--- src/rtl/stepper_speed_ctrl_if.sv ---
// Button/mode inputs and speed-status outputs of stepper_speed_ctrl.
// The controller takes the slave modport; the driving side takes the master modport.
interface stepper_speed_ctrl_if #(
    parameter int LEVEL_W = 3
);
    logic               speed_button;
    logic [1:0]         mode;
    logic [LEVEL_W-1:0] target_level;
    logic [LEVEL_W-1:0] out_speed;
    logic               dir_up;
    logic               ramp_busy;
    logic               at_limit;

    modport master (
        output speed_button, mode,
        input  target_level, out_speed, dir_up, ramp_busy, at_limit
    );

    modport slave (
        input  speed_button, mode,
        output target_level, out_speed, dir_up, ramp_busy, at_limit
    );
endinterface

--- src/rtl/stepper_speed_ctrl.sv ---
// Push-button stepper speed selector with a rate-limited ramp toward the requested level.
// Define STEPPER_DEBOUNCE_EN to add a DB_CYCLES stable-count filter on the synchronized button.
module stepper_speed_ctrl #(
    parameter int LEVEL_W   = 3,
    parameter int MIN_LEVEL = 1,
    parameter int MAX_LEVEL = 6,
    parameter int RAMP_DIV  = 1000,
    parameter int DB_CYCLES = 16
) (
    input logic                 clk,
    input logic                 resetb,
    stepper_speed_ctrl_if.slave bus
);

    localparam logic [LEVEL_W-1:0] MIN_L = LEVEL_W'(MIN_LEVEL);
    localparam logic [LEVEL_W-1:0] MAX_L = LEVEL_W'(MAX_LEVEL);
    localparam logic [LEVEL_W-1:0] ONE   = LEVEL_W'(1);
    localparam int                 DIV_W = (RAMP_DIV > 1) ? $clog2(RAMP_DIV) : 1;
    localparam logic [DIV_W-1:0]   DIV_LAST = DIV_W'(RAMP_DIV - 1);
    localparam logic [DIV_W-1:0]   DIV_ONE  = DIV_W'(1);

    if (MIN_LEVEL >= MAX_LEVEL || MAX_LEVEL >= (1 << LEVEL_W) || RAMP_DIV < 1 || DB_CYCLES < 1) begin : g_bad_params
        $error("stepper_speed_ctrl: invalid parameter set");
    end

    typedef enum logic {
        IDLE,
        RAMP
    } ramp_state_t;

    logic btn_meta, btn_sync;
    logic sync_vld1, sync_vld2;
    logic armed;
    logic filt, filt_d;
    logic press;

    always_ff @(posedge clk or negedge resetb) begin
        if (!resetb) begin
            btn_meta  <= 1'b1;
            btn_sync  <= 1'b1;
            sync_vld1 <= 1'b0;
            sync_vld2 <= 1'b0;
        end else begin
            btn_meta  <= bus.speed_button;
            btn_sync  <= btn_meta;
            sync_vld1 <= 1'b1;
            sync_vld2 <= sync_vld1;
        end
    end

`ifdef STEPPER_DEBOUNCE_EN
    localparam int             DB_W    = (DB_CYCLES > 1) ? $clog2(DB_CYCLES) : 1;
    localparam logic [DB_W-1:0] DB_LAST = DB_W'(DB_CYCLES - 1);
    localparam logic [DB_W-1:0] DB_ONE  = DB_W'(1);

    logic [DB_W-1:0] db_cnt;

    always_ff @(posedge clk or negedge resetb) begin
        if (!resetb) begin
            filt   <= 1'b1;
            db_cnt <= '0;
        end else if (btn_sync == filt) begin
            db_cnt <= '0;
        end else if (db_cnt == DB_LAST) begin
            filt   <= btn_sync;
            db_cnt <= '0;
        end else begin
            db_cnt <= db_cnt + DB_ONE;
        end
    end
`else
    assign filt = btn_sync;
`endif

    // Reset forces the chain to "released"; events are only armed once a genuine
    // released sample has come through, so a button held across reset stays silent.
    always_ff @(posedge clk or negedge resetb) begin
        if (!resetb) begin
            armed  <= 1'b0;
            filt_d <= 1'b1;
        end else begin
            filt_d <= filt;
            if (sync_vld2 && btn_sync)
                armed <= 1'b1;
        end
    end

    assign press = armed & filt_d & ~filt;

    logic [LEVEL_W-1:0] target, tgt_inc, tgt_dec;
    logic               dir;

    assign tgt_inc = target + ONE;
    assign tgt_dec = target - ONE;

    always_ff @(posedge clk or negedge resetb) begin
        if (!resetb) begin
            target <= MIN_L;
            dir    <= 1'b1;
        end else if (press) begin
            case (bus.mode)
                2'b00: begin
                    if (target == MAX_L) begin
                        target <= tgt_dec;
                        dir    <= 1'b0;
                    end else if (target == MIN_L) begin
                        target <= tgt_inc;
                        dir    <= 1'b1;
                    end else if (dir) begin
                        target <= tgt_inc;
                        if (tgt_inc == MAX_L)
                            dir <= 1'b0;
                    end else begin
                        target <= tgt_dec;
                        if (tgt_dec == MIN_L)
                            dir <= 1'b1;
                    end
                end
                2'b01: if (target != MAX_L) target <= tgt_inc;
                2'b10: if (target != MIN_L) target <= tgt_dec;
                default: ;
            endcase
        end
    end

    ramp_state_t        state;
    logic [DIV_W-1:0]   div;
    logic [LEVEL_W-1:0] out_lvl, out_toward;
    logic               step_due;

    assign step_due   = (div == DIV_LAST);
    assign out_toward = (target > out_lvl) ? out_lvl + ONE : out_lvl - ONE;

    // The divider also counts the IDLE->RAMP cycle so the first step lands
    // RAMP_DIV clocks after the target change; retargeting never restarts it.
    always_ff @(posedge clk or negedge resetb) begin
        if (!resetb) begin
            state   <= IDLE;
            div     <= '0;
            out_lvl <= MIN_L;
        end else begin
            case (state)
                IDLE: begin
                    if (out_lvl != target) begin
                        state <= RAMP;
                        if (step_due) begin
                            out_lvl <= out_toward;
                            div     <= '0;
                        end else begin
                            div <= div + DIV_ONE;
                        end
                    end else begin
                        div <= '0;
                    end
                end
                RAMP: begin
                    if (out_lvl == target) begin
                        state <= IDLE;
                        div   <= '0;
                    end else if (step_due) begin
                        out_lvl <= out_toward;
                        div     <= '0;
                    end else begin
                        div <= div + DIV_ONE;
                    end
                end
            endcase
        end
    end

    assign bus.target_level = target;
    assign bus.out_speed    = out_lvl;
    assign bus.dir_up       = dir;
    assign bus.ramp_busy    = (out_lvl != target);
    assign bus.at_limit     = (target == MIN_L) || (target == MAX_L);

endmodule

--- src/flat_wrapper.sv ---
// flat-port wrapper written by rule: the top's interface ports become plain ports
module stepper_speed_ctrl_flat 
#(
    parameter int LEVEL_W   = 3,
    parameter int MIN_LEVEL = 1,
    parameter int MAX_LEVEL = 6,
    parameter int RAMP_DIV  = 1000,
    parameter int DB_CYCLES = 16
)
  (clk, resetb, bus_speed_button, bus_mode, bus_target_level, bus_out_speed, bus_dir_up, bus_ramp_busy, bus_at_limit);
  stepper_speed_ctrl_if #(.LEVEL_W(LEVEL_W)) bus_i ();
  input logic clk;
  input logic resetb;
  input wire logic [$bits(bus_i.speed_button)-1:0] bus_speed_button;
  input wire logic [$bits(bus_i.mode)-1:0] bus_mode;
  output wire logic [$bits(bus_i.target_level)-1:0] bus_target_level;
  output wire logic [$bits(bus_i.out_speed)-1:0] bus_out_speed;
  output wire logic [$bits(bus_i.dir_up)-1:0] bus_dir_up;
  output wire logic [$bits(bus_i.ramp_busy)-1:0] bus_ramp_busy;
  output wire logic [$bits(bus_i.at_limit)-1:0] bus_at_limit;
  assign bus_i.speed_button = bus_speed_button;
  assign bus_i.mode = bus_mode;
  assign bus_target_level = bus_i.target_level;
  assign bus_out_speed = bus_i.out_speed;
  assign bus_dir_up = bus_i.dir_up;
  assign bus_ramp_busy = bus_i.ramp_busy;
  assign bus_at_limit = bus_i.at_limit;
  stepper_speed_ctrl #(.LEVEL_W(LEVEL_W), .MIN_LEVEL(MIN_LEVEL), .MAX_LEVEL(MAX_LEVEL), .RAMP_DIV(RAMP_DIV), .DB_CYCLES(DB_CYCLES)) u_core (.clk(clk), .resetb(resetb), .bus(bus_i));
endmodule
--- config.mk ---
export PLATFORM = sky130hd
export DESIGN_NAME = stepper_speed_ctrl_flat
export DESIGN_NICKNAME = d
export VERILOG_FILES = /design/src/rtl/stepper_speed_ctrl_if.sv /design/src/rtl/stepper_speed_ctrl.sv /design/src/flat_wrapper.sv
export SDC_FILE = /design/constraint.sdc
export NUM_CORES = 1
export LEC_CHECK = 0
export BUFFER_PORTS_ARGS = -buffer_cell sky130_fd_sc_hd__buf_2
export CAP_MARGIN = 20
export CORE_UTILIZATION = 33
export DETAILED_ROUTE_END_ITERATION = 16
export SLEW_MARGIN = 20
export SYNTH_ARGS = -nofsm -noshare
export SYNTH_HDL_FRONTEND = slang
export SYNTH_SLANG_ARGS = --single-unit
--- constraint.sdc ---
create_clock -name clk -period 3.5 [get_ports clk]
set_input_delay 0.35 -clock clk [delete_from_list [all_inputs] [get_ports clk]]
set_output_delay 0.35 -clock clk [all_outputs]
set_load 0.02 [all_outputs]
==> summary.txt, run 1 <==
RUN STATUS
--------------------------------------------------------------------------------------
Result of the run                                                         finished, final reports clean

GLOBAL ROUTE
--------------------------------------------------------------------------------------
GRT Util Overall                                                                0.1342
Vias in the first global route                                                     998
Total overflow reported by the global router                                         0
Pin count of the biggest net entering global routing                                24
Global-route wire length before repair                                    4478 microns
Initial antenna violation count                                                      0

STA
--------------------------------------------------------------------------------------
Setup tns final                                                                   0 ps
Shortest period the worst path allows                                          2825 ps
RSZ-0062 raised after global routing                                             false
Post-route clock skew                                                         8.486 ps
Total count of hold-check failures in the final report                               0
Max-slew violation count                                                             0
Pin slew with the least headroom to its limit                                 526.9 ps
Setup-violating endpoint count in the final report                                   0
Relative slew slack                                                             0.6439
Maximum clock frequency                                                      354.0 MHz
Part of the cycle the worst path needs                                          0.8070

FLOORPLAN
--------------------------------------------------------------------------------------
Row cnt                                                                             23
Initial cell density of the core                                                0.3434
Die Height                                                                66.29 microns
Die area                                                                    4394 sq um
Number of top-level design ports                                                    14
Core Area                                                                   3971 sq um
Horizontal die dimension                                                  66.29 microns

CRITICAL PATH
--------------------------------------------------------------------------------------
Sort of element at the end of the critical path                              flip-flop
Arrival @ worst endpoint                                                       2990 ps
Critical Path, Cell by Cell                                               inv_1 > ha_1 > and3_2 > inv_2 > o21ai_0 > fa_1 > or3_1 > a2111o_1 > xnor2_1
Biggest fanout along the worst timing path                                           7
Startpoint of the lowest-slack register-to-register path                  u_core.bus.target_level[0]
Worst reg2reg setup slack                                                       680 ps
WS Path Type                                                                reg -> reg
Worst path required time                                                       3670 ps
Stage delay of the slowest cell on the critical path                            590 ps
Worst flop-to-flop path endpoint                                          u_core.bus.out_speed[2]
Worst-path cell with the longest stage delay                                   dfstp_2
Reg2Reg Depth                                                                        9
Startpoint class of the critical path                                        flip-flop
Critical Path Source                                                      u_core.bus.target_level[0]
Crit path to                                                              u_core.bus.out_speed[2]

LOGIC SYNTHESIS
--------------------------------------------------------------------------------------
Number of synthesis warnings                                                         0
Average size of a mapped cell                                              10.18 sq um
Number of nets in the synthesized netlist                                          152
Syn Inst Count                                                                     134
Largest family of logic cells by synthesized area                         compound AO/OA/AOI/OAI gates
Number of enable-type register cells in the synthesized netlist                      0
Simple-Gate Fraction of Synth Area                                              0.1541
Compound-gate portion of the synthesized area                                   0.1807
Multiplexer share of the synthesized area                                      0.01651
Number of register bits inferred by synthesis                                       23
Synthesized-area fraction occupied by xor and xnor cells                       0.03853
Share of flip-flops with an asynchronous set or reset                            1.000
Area of the mapped netlist                                                  1364 sq um
Adder-cell share of the synthesized area                                        0.1248
Portion of the post-synthesis area used by sequential elements                  0.4275
Predominant post-synthesis flop cell                                           dfrtp_1
Count of unique library cells instantiated by Yosys                                 45

CTS
--------------------------------------------------------------------------------------
H-tree depth                                                                         1
Clock insertion delay at the later pin of the skew report                       270 ps
Number of resized instances in the post-cts repair step                              0
Deepest clock path buffer count                                                      2
Clock tree from TritonCTS                                                        built
Sinks on the clock net                                                              23
Post-CTS setup buffer count                                                          0
Clock Pin Slew Worst Setup and Hold Paths                                        90 ps
Clock tree root buffer cell                                                   clkbuf_8
Cts bufs inserted                                                                    3
Post-cts hold buffer count                                                           0

LAYOUT
--------------------------------------------------------------------------------------
Filler cell count                                                                  403
Number of non-filler instances in the completed layout                             199
Area of all placed cells without fillers                                    1521 sq um
Fraction of final layout cells sized beyond drive strength 1                    0.1879
Highest-count cells in the layout ignoring fill and taps                  dfrtp_1, inv_1, buf_2, nor2_1, ha_1
Most common library cell in the layout ignoring fill and taps                  dfrtp_1
Area growth from synthesis to layout                                            11.56%
Ant diodes                                                                           0
Final cell utilization of the core                                              0.3831
Final net count                                                                    168

DETAILED ROUTING
--------------------------------------------------------------------------------------
Detailed Route Iter0 Violations                                                     38
DR vias/cell                                                                     5.171
Antenna Nets Post-Route                                                              0
First-pass detailed-route iteration total                                            4
Total vias in the final route                                                    1,029
Average wire per cell in the routed design                                12.75 microns
Total wirelength of the detailed-routed design                            2537 microns
DRC violation count after routing                                                    0

WORST HOLD PATH
--------------------------------------------------------------------------------------
HP Class                                                                   in -> async

PLACED DESIGN
--------------------------------------------------------------------------------------
Weighted congestion reported at the end of routability-driven placement         0.8747
DP Wirelength                                                             1910 microns
Instance count after placement with tap cells included                             195
Placed Area                                                                 1473 sq um
Port Buffers                                                                        13

RUN
--------------------------------------------------------------------------------------
Max-cap violation count                                                              0

PWR
--------------------------------------------------------------------------------------
Leakage                                                                      0.7091 nW
Power density over the cells                                              558.5 nW/um^2
IR drop worst, VDD                                                           0.2276 mV

==> flip-flops by register name, summed over array words and instances, names as in the netlist <==
register                 flops
u_core.div                  10
u_core.bus.target_level      3
u_core.btn_meta              1
u_core.bus.out_speed         3
u_core.filt_d                1
u_core.armed                 1
u_core.bus.dir_up            1
u_core.btn_sync              1
u_core.sync_vld2             1
u_core.sync_vld1             1
==> cell usage after synthesis, types with 2 or more instances <==
| library cell | number | area (sq um) |
|---|---|---|
| xor2_1 | 4 | 35.03 |
| a2111o_1 | 2 | 22.52 |
| nand2_1 | 6 | 22.52 |
| nand3_1 | 4 | 20.02 |
| mux2_1 | 2 | 22.52 |
| xnor2_1 | 2 | 17.52 |
| a21o_1 | 5 | 37.54 |
| o21ai_1 | 4 | 20.02 |
| a21oi_1 | 4 | 20.02 |
| inv_1 | 14 | 52.55 |
| o211ai_1 | 3 | 22.52 |
| ha_1 | 12 | 150.1 |
| dfstp_2 | 6 | 157.7 |
| a311oi_1 | 2 | 17.52 |
| a31oi_1 | 2 | 12.51 |
| dfrtp_1 | 17 | 425.4 |
| nor3_1 | 3 | 15.01 |
| nand3_2 | 2 | 20.02 |
| o21ai_0 | 2 | 10.01 |
| nor2_1 | 12 | 45.04 |
| nand2b_1 | 2 | 12.51 |
==> critical path, delay by kind of cell (launching register included) <==
| family | cells | cell delay, ps |
|---|---|---|
| xor+xnor | 1 | 130 |
| simple gates | 2 | 630 |
| flops | 1 | 590 |
| buf+inv | 2 | 190 |
| fa+ha+maj | 2 | 640 |
| compound gates | 2 | 540 |
==> routing by layer <==
layer  wire, microns  track usage
met5               0            0
met4              64      0.05851
met3             120      0.03793
met2            1150       0.2143
met1            1201       0.1670
==> power breakdown <==
group | switching [mW] | total [mW] | internal, mW
combinational | 0.210 | 0.335 | 0.125
clock | 0.0911 | 0.172 | 0.0806
sequential | 0.0406 | 0.343 | 0.302
==> per-stage QoR <==
| step | worst slack [ps] | power [mW] | hold WS [ps] |
|---|---|---|---|
| 6_report | 675.4 | 0.8497 | 40.84 |
| 5_1_grt | 505.9 | 0.9162 | 80.34 |
| 4_1_cts | 669.8 | 0.8591 | 61.24 |
| 3_5_place_dp | 682.3 | 0.6832 | 334.7 |
| 3_3_place_gp | 756.8 | 0.6734 | 333.5 |
| 2_1_floorplan | 589.1 | 0.6112 | 54.41 |
==> cell type report <==
cell class	count	area, sq um	area share
multi-input cells	94	705.7	0.4638
well taps	50	62.56	0.04112
inverters	15	56.30	0.03701
clock inverters	1	7.507	0.004934
clock buffers	3	41.29	0.02714
repair buffers	13	65.06	0.04276
flip-flops and latches	23	583.1	0.3832
==> worst min-delay path by stage <==
| stage | start | end | slack [ps] |
|---|---|---|---|
| after detailed placement | u_core.sync_vld1 | u_core.sync_vld2 | 330 |
| after CTS | resetb | u_core.div[6] | 60 |
| after global routing | resetb | u_core.sync_vld1 | 80 |
| after global placement | u_core.sync_vld1 | u_core.sync_vld2 | 330 |
| after floorplan | resetb | u_core.armed | 50 |
| final | resetb | u_core.bus.target_level[2] | 40 |
==> cells by family after synthesis <==
family	after synthesis
xor+xnor	6
fa+ha+maj	13
other cells	1
flops	23
mux	2
buf+inv	17
compound gates	34
simple gates	38
No activity file was read; power rests on OpenSTA's default activity.
==> run 2: changes to the inputs <==
- clock period: 3.5 -> 2.7 ns (I/O delays scaled with it)
==> summary.txt, run 2 (same netlist as run 1, synthesis figures left out) <==
RUN STATUS
--------------------------------------------------------------------------------------
Result of the run                                                         finished, final reports clean   unchanged

PWR
--------------------------------------------------------------------------------------
Leakage                                                                      0.7200 nW   was 0.7091 nW
Power density over the cells                                              734.1 nW/um^2   was 558.5 nW/um^2
IR drop worst, VDD                                                           0.3058 mV   was 0.2276 mV
Overall power of the completed layout                                         1.137 mW   was 0.8497 mW

CRITICAL PATH
--------------------------------------------------------------------------------------
Arrival @ worst endpoint                                                       2750 ps   was 2990 ps
Worst-path cell with the longest stage delay                                   dfstp_2   unchanged
Sort of element at the end of the critical path                              flip-flop   unchanged
Biggest fanout along the worst timing path                                           7   unchanged
Startpoint class of the critical path                                        flip-flop   unchanged
Stage delay of the slowest cell on the critical path                            590 ps   about the same
Worst reg2reg setup slack                                                       110 ps   was 680 ps
Worst path required time                                                       2860 ps   was 3670 ps
WS Path Type                                                                reg -> reg   unchanged
Critical Path, Cell by Cell                                               inv_2 > ha_1 > and3_4 > inv_8 > o21ai_1 > fa_2 > or3_1 > a2111o_1 > xnor2_1   was inv_1 > ha_1 > and3_2 > inv_2 > o21ai_0 > fa_1 > or3_1 > a2111o_1 > xnor2_1

STA
--------------------------------------------------------------------------------------
Worst Hold Margin                                                             101.8 ps   was 40.84 ps
Setup tns final                                                                   0 ps   unchanged
Shortest period the worst path allows                                          2588 ps   was 2825 ps
Pin slew with the least headroom to its limit                                 600.5 ps   was 526.9 ps
Relative slew slack                                                             0.5942   was 0.6439
Setup-violating endpoint count in the final report                                   0   unchanged
Part of the cycle the worst path needs                                          0.9587   was 0.8070
RSZ-0062 raised after global routing                                             false   unchanged
Post-route clock skew                                                         8.629 ps   was 8.486 ps
Total count of hold-check failures in the final report                               0   unchanged
Maximum clock frequency                                                      386.3 MHz   was 354.0 MHz
Max-slew violation count                                                             0   unchanged

RUN
--------------------------------------------------------------------------------------
Max-cap violation count                                                              0   unchanged

CTS
--------------------------------------------------------------------------------------
Clock tree from TritonCTS                                                        built   unchanged
Post-CTS setup buffer count                                                          0   unchanged
Cts bufs inserted                                                                    3   unchanged
Clock Pin Slew Worst Setup and Hold Paths                                        80 ps   was 90 ps
H-tree depth                                                                         1   unchanged
Deepest clock path buffer count                                                      2   unchanged
Clock insertion delay at the later pin of the skew report                       270 ps   about the same
Sinks on the clock net                                                              23   unchanged
Clock tree root buffer cell                                                   clkbuf_8   unchanged

LAYOUT
--------------------------------------------------------------------------------------
Final net count                                                                    170   was 168
Largest register FFs                                                                10   unchanged
Filler cell count                                                                  402   was 403
Area growth from synthesis to layout                                            13.58%   was 11.56%
Most common library cell in the layout ignoring fill and taps                  dfrtp_1   unchanged
Fraction of final layout cells sized beyond drive strength 1                    0.1987   was 0.1879
Register bank with the most flops                                           u_core.div   unchanged
Highest-count cells in the layout ignoring fill and taps                  dfrtp_1, inv_1, buf_2, nor2_1, ha_1   unchanged
Area of all placed cells without fillers                                    1549 sq um   was 1521 sq um
Ant diodes                                                                           0   unchanged

GLOBAL ROUTE
--------------------------------------------------------------------------------------
Vias in the first global route                                                   1,083   was 998
Pin count of the biggest net entering global routing                                24   unchanged
GRT Util Overall                                                                0.1419   was 0.1342
Global-route wire length before repair                                    4774 microns   was 4478 microns
Initial antenna violation count                                                      0   unchanged
Total overflow reported by the global router                                         0   unchanged

DETAILED ROUTING
--------------------------------------------------------------------------------------
Total wirelength of the detailed-routed design                            2678 microns   was 2537 microns
Average wire per cell in the routed design                                13.32 microns   was 12.75 microns
DR vias/cell                                                                     5.204   was 5.171
Detailed Route Iter0 Violations                                                     61   was 38
First-pass detailed-route iteration total                                            4   unchanged
Antenna Nets Post-Route                                                              0   unchanged
DRC violation count after routing                                                    0   unchanged
Total vias in the final route                                                    1,046   was 1,029

FLOORPLAN
--------------------------------------------------------------------------------------
Row cnt                                                                             23   unchanged
Horizontal die dimension                                                  66.29 microns   unchanged
Number of top-level design ports                                                    14   unchanged
Die area                                                                    4394 sq um   unchanged
Initial cell density of the core                                                0.3434   unchanged
Core Area                                                                   3971 sq um   unchanged
Die Height                                                                66.29 microns   unchanged

PLACED DESIGN
--------------------------------------------------------------------------------------
Port Buffers                                                                        13   unchanged
Placed Area                                                                 1494 sq um   was 1473 sq um
DP Wirelength                                                             2032 microns   was 1910 microns
Weighted congestion reported at the end of routability-driven placement         0.7590   was 0.8747

WORST HOLD PATH
--------------------------------------------------------------------------------------
HP Class                                                                     in -> reg   was in -> async

## run 2: cell type report
class                      count  area, sq um  share of cell area
clock buffer                   4        45.04             0.02908
tap                           50        62.56             0.04039
multi-input combinational     94        711.9              0.4596
inverter                      15        63.81             0.04120
timing repair buffer          15        82.58             0.05331
sequential                    23        583.1              0.3764
## run 2: what timing repair did
item / 4_1_cts / 5_1_grt
hold endpoints to repair: 17 / 0
hold buffers: 1 / 0
resized for setup: 0 / 0
## run 2: layer usage
metal  vias up  track usage  share of wire
li1        509            -              -
met1       523       0.1672           0.45
met2        11       0.2500           0.52
met3         3      0.04138          0.025
met4         0      0.03457         0.0041
met5         -            0              0
## run 2: metrics by stage
step / util / std cells / worst slack [ps]
2_1_floorplan: - / 134 / 25.45
3_3_place_gp: 0.3762 / 196 / 169.1
3_5_place_dp: 0.3762 / 196 / 106.0
4_1_cts: 0.3900 / 201 / 105.5
5_1_grt: 0.3900 / 201 / 14.03
6_report: 0.3900 / 201 / 111.6
## run 2: worst paths after layout
check	start	to	cells after the start
max	u_core.bus.target_level[0]	u_core.bus.out_speed[2]	9
min	bus_speed_button	u_core.btn_meta	1
max reg2reg	u_core.bus.target_level[0]	u_core.bus.out_speed[2]	9
min reg2reg	u_core.sync_vld1	u_core.sync_vld2	0
max in group asynchronous	resetb	u_core.bus.dir_up	2
min in group asynchronous	resetb	u_core.div[5]	2
## run 2: critical path, delay by kind of cell (launching register included)
| kind | cells | cell delay, ps |
|---|---|---|
| AND/OR/NAND/NOR | 2 | 590 |
| adder cells (fa/ha/maj) | 2 | 610 |
| AO/OA/AOI/OAI | 2 | 450 |
| flip-flops | 1 | 590 |
| XOR/XNOR | 1 | 120 |
| buffers and inverters | 2 | 120 |
## run 2: power by group
part           leakage, nW  switching, mW  internal, mW  total (mW)
registers            0.287         0.0506         0.392       0.443
logic                0.411          0.296         0.184       0.480
clock network       0.0228          0.109         0.105       0.215
==> run 3: changes to the inputs <==
- clock period: 2.7 -> 2.1 ns (I/O delays scaled with it)
==> summary.txt, run 3 (same netlist as run 1, synthesis figures left out) <==
RUN STATUS
--------------------------------------------------------------------------------------
Result of the run                                                         finished, violations left   was finished, final reports clean
Failing checks                                                            negative setup slack

GLOBAL ROUTE
--------------------------------------------------------------------------------------
Global-route wire length before repair                                    4692 microns   was 4774 microns
Total overflow reported by the global router                                         0   unchanged
GRT Util Overall                                                                0.1377   was 0.1419
Vias in the first global route                                                   1,049   was 1,083
Pin count of the biggest net entering global routing                                24   unchanged
Initial antenna violation count                                                      0   unchanged

CRITICAL PATH
--------------------------------------------------------------------------------------
Worst path required time                                                       2250 ps   was 2860 ps
WS Path Type                                                                reg -> reg   unchanged
Reg2Reg Depth                                                                        9   unchanged
Sort of element at the end of the critical path                              flip-flop   unchanged
Arrival @ worst endpoint                                                       2470 ps   was 2750 ps
Worst reg2reg setup slack                                                      -210 ps   was 110 ps
Biggest fanout along the worst timing path                                           2   was 7
Startpoint class of the critical path                                        flip-flop   unchanged

LAYOUT
--------------------------------------------------------------------------------------
Area of all placed cells without fillers                                    1659 sq um   was 1549 sq um
Area growth from synthesis to layout                                            21.65%   was 13.58%
Filler cell count                                                                  402   unchanged
Highest-count cells in the layout ignoring fill and taps                  dfrtp_1, inv_1, buf_2, nor2_1, buf_4   was dfrtp_1, inv_1, buf_2, nor2_1, ha_1
Register bank with the most flops                                           u_core.div   unchanged
Most common library cell in the layout ignoring fill and taps                  dfrtp_1   unchanged
Final cell utilization of the core                                              0.4178   was 0.3900
Largest register FFs                                                                10   unchanged
Number of non-filler instances in the completed layout                             211   was 201
Ant diodes                                                                           0   unchanged
Final net count                                                                    180   was 170
Fraction of final layout cells sized beyond drive strength 1                    0.2857   was 0.1987

FLOORPLAN
--------------------------------------------------------------------------------------
Row cnt                                                                             23   unchanged
Number of top-level design ports                                                    14   unchanged
Initial cell density of the core                                                0.3434   unchanged
Horizontal die dimension                                                  66.29 microns   unchanged
Core Area                                                                   3971 sq um   unchanged
Die area                                                                    4394 sq um   unchanged
Die Height                                                                66.29 microns   unchanged

CTS
--------------------------------------------------------------------------------------
Clock insertion delay at the later pin of the skew report                       260 ps   was 270 ps
Clock tree root buffer cell                                                   clkbuf_8   unchanged
H-tree depth                                                                         1   unchanged
Clock Pin Slew Worst Setup and Hold Paths                                        80 ps   about the same
Sinks on the clock net                                                              23   unchanged
Cts bufs inserted                                                                    3   unchanged
Clock tree from TritonCTS                                                        built   unchanged
Deepest clock path buffer count                                                      2   unchanged

STA
--------------------------------------------------------------------------------------
Smallest setup slack after layout                                            -213.3 ps   was 111.6 ps
Setup-violating endpoint count in the final report                                   1   was 0
Part of the cycle the worst path needs                                           1.102   was 0.9587
Max-slew violation count                                                             0   unchanged
Relative slew slack                                                             0.6156   was 0.5942
Pin slew with the least headroom to its limit                                 568.9 ps   was 600.5 ps
Maximum clock frequency                                                      432.3 MHz   was 386.3 MHz
Setup tns final                                                              -213.3 ps   was 0 ps
Shortest period the worst path allows                                          2313 ps   was 2588 ps
RSZ-0062 raised after global routing                                              true   was false
Post-route clock skew                                                         1.560 ps   was 8.629 ps
Total count of hold-check failures in the final report                               0   unchanged

DETAILED ROUTING
--------------------------------------------------------------------------------------
Antenna Nets Post-Route                                                              0   unchanged
Average wire per cell in the routed design                                12.96 microns   was 13.32 microns
First-pass detailed-route iteration total                                            4   unchanged
DRC violation count after routing                                                    0   unchanged
Total wirelength of the detailed-routed design                            2734 microns   was 2678 microns
DR vias/cell                                                                     5.161   was 5.204
Total vias in the final route                                                    1,089   was 1,046
Detailed Route Iter0 Violations                                                     53   was 61

PLACED DESIGN
--------------------------------------------------------------------------------------
Instance count after placement with tap cells included                             206   was 196
Placed Area                                                                 1589 sq um   was 1494 sq um
DP Wirelength                                                             2074 microns   was 2032 microns
Weighted congestion reported at the end of routability-driven placement         0.7765   was 0.7590
Port Buffers                                                                        13   unchanged

WORST HOLD PATH
--------------------------------------------------------------------------------------
HP Class                                                                     in -> reg   unchanged
Hold Crit Depth                                                                      1   unchanged

PWR
--------------------------------------------------------------------------------------
Internal power summed over all cells                                         0.9784 mW   was 0.6815 mW
IR drop worst, VDD                                                           0.3516 mV   was 0.3058 mV
Leakage                                                                      0.7743 nW   was 0.7200 nW
Power density over the cells                                              965.2 nW/um^2   was 734.1 nW/um^2
Flop pwr share                                                                   0.344   was 0.389
Part of the power in the clock network                                           0.171   was 0.189
Switching power                                                              0.6229 mW   was 0.4555 mW
Share of total power consumed by net switching                                  0.3890   was 0.4006
Combinational group share of total power                                         0.485   was 0.422

RUN
--------------------------------------------------------------------------------------
Max-cap violation count                                                              0   unchanged

## run 3: through the flow
stage / power (mW) / setup WS (ps) / hold WS [ps]
3_3_place_gp: 1.302 / -163.8 / 209.0
4_1_cts: 1.620 / -215.6 / 31.07
2_1_floorplan: 1.080 / -423.3 / -85.59
6_report: 1.601 / -213.3 / 39.72
5_1_grt: 1.723 / -305.6 / 24.31
3_5_place_dp: 1.331 / -208.5 / 222.7
## run 3: path summary, 6_finish.rpt
| path | to | start |
|---|---|---|
| max in group asynchronous | u_core.bus.target_level[0] | resetb |
| max | u_core.bus.out_speed[2] | u_core.bus.target_level[0] |
| min in group asynchronous | u_core.sync_vld1 | resetb |
| max reg2reg | u_core.bus.out_speed[2] | u_core.bus.target_level[0] |
| min reg2reg | u_core.btn_sync | u_core.btn_meta |
| min | u_core.btn_meta | bus_speed_button |
## run 3: area by class of cell
cell class	instances	area, sq um	area share
Clock buffer	3	41.29	0.02489
Sequential cell	23	583.1	0.3514
Clock inverter	1	5.005	0.003017
Timing Repair Buffer	25	157.7	0.09502
Multi-Input combinational cell	94	745.7	0.4495
Tap cell	50	62.56	0.03771
Inverter	15	63.81	0.03846
## run 3: worst max-delay path, stage by stage, from the launching register on
cell and delay (ps):
dfstp_2 540, inv_2 50, ha_4 200, and3_4 170, inv_8 50, o21ai_2 50
fa_2 330, or3_1 320, a2111o_1 380, xnor2_1 130
## run 3: repair_timing
item                                   CTS  global route
pin swaps                                0             1
hold buffers                             1             0
setup endpoints to repair                1             1
cloned                                   0             0
buffers inserted                         0             0
resized for setup                        1             1
endpoints found under the hold margin   17             0
## run 3: per-layer routing
| metal | global-route usage | up-vias | part of all wire | wire length, microns |
|---|---|---|---|---|
| met5 | 0 | - | 0 | 0 |
| met1 | 0.1835 | 540 | 0.47 | 1281 |
| met4 | 0.02128 | 0 | 0.0029 | 8 |
| met3 | 0.03621 | 2 | 0.028 | 76 |
| met2 | 0.2258 | 16 | 0.50 | 1369 |
| li1 | - | 531 | - | - |
## run 3: power by group through the flow
stage	Clock, mW	Combinational, mW	Sequential [mW]
CTS	0.288	0.781	0.550
finish	0.274	0.777	0.550
floorplan	0	0.489	0.591
global route	0.302	0.861	0.560
detailed placement	0	0.772	0.559
global placement	0	0.748	0.554
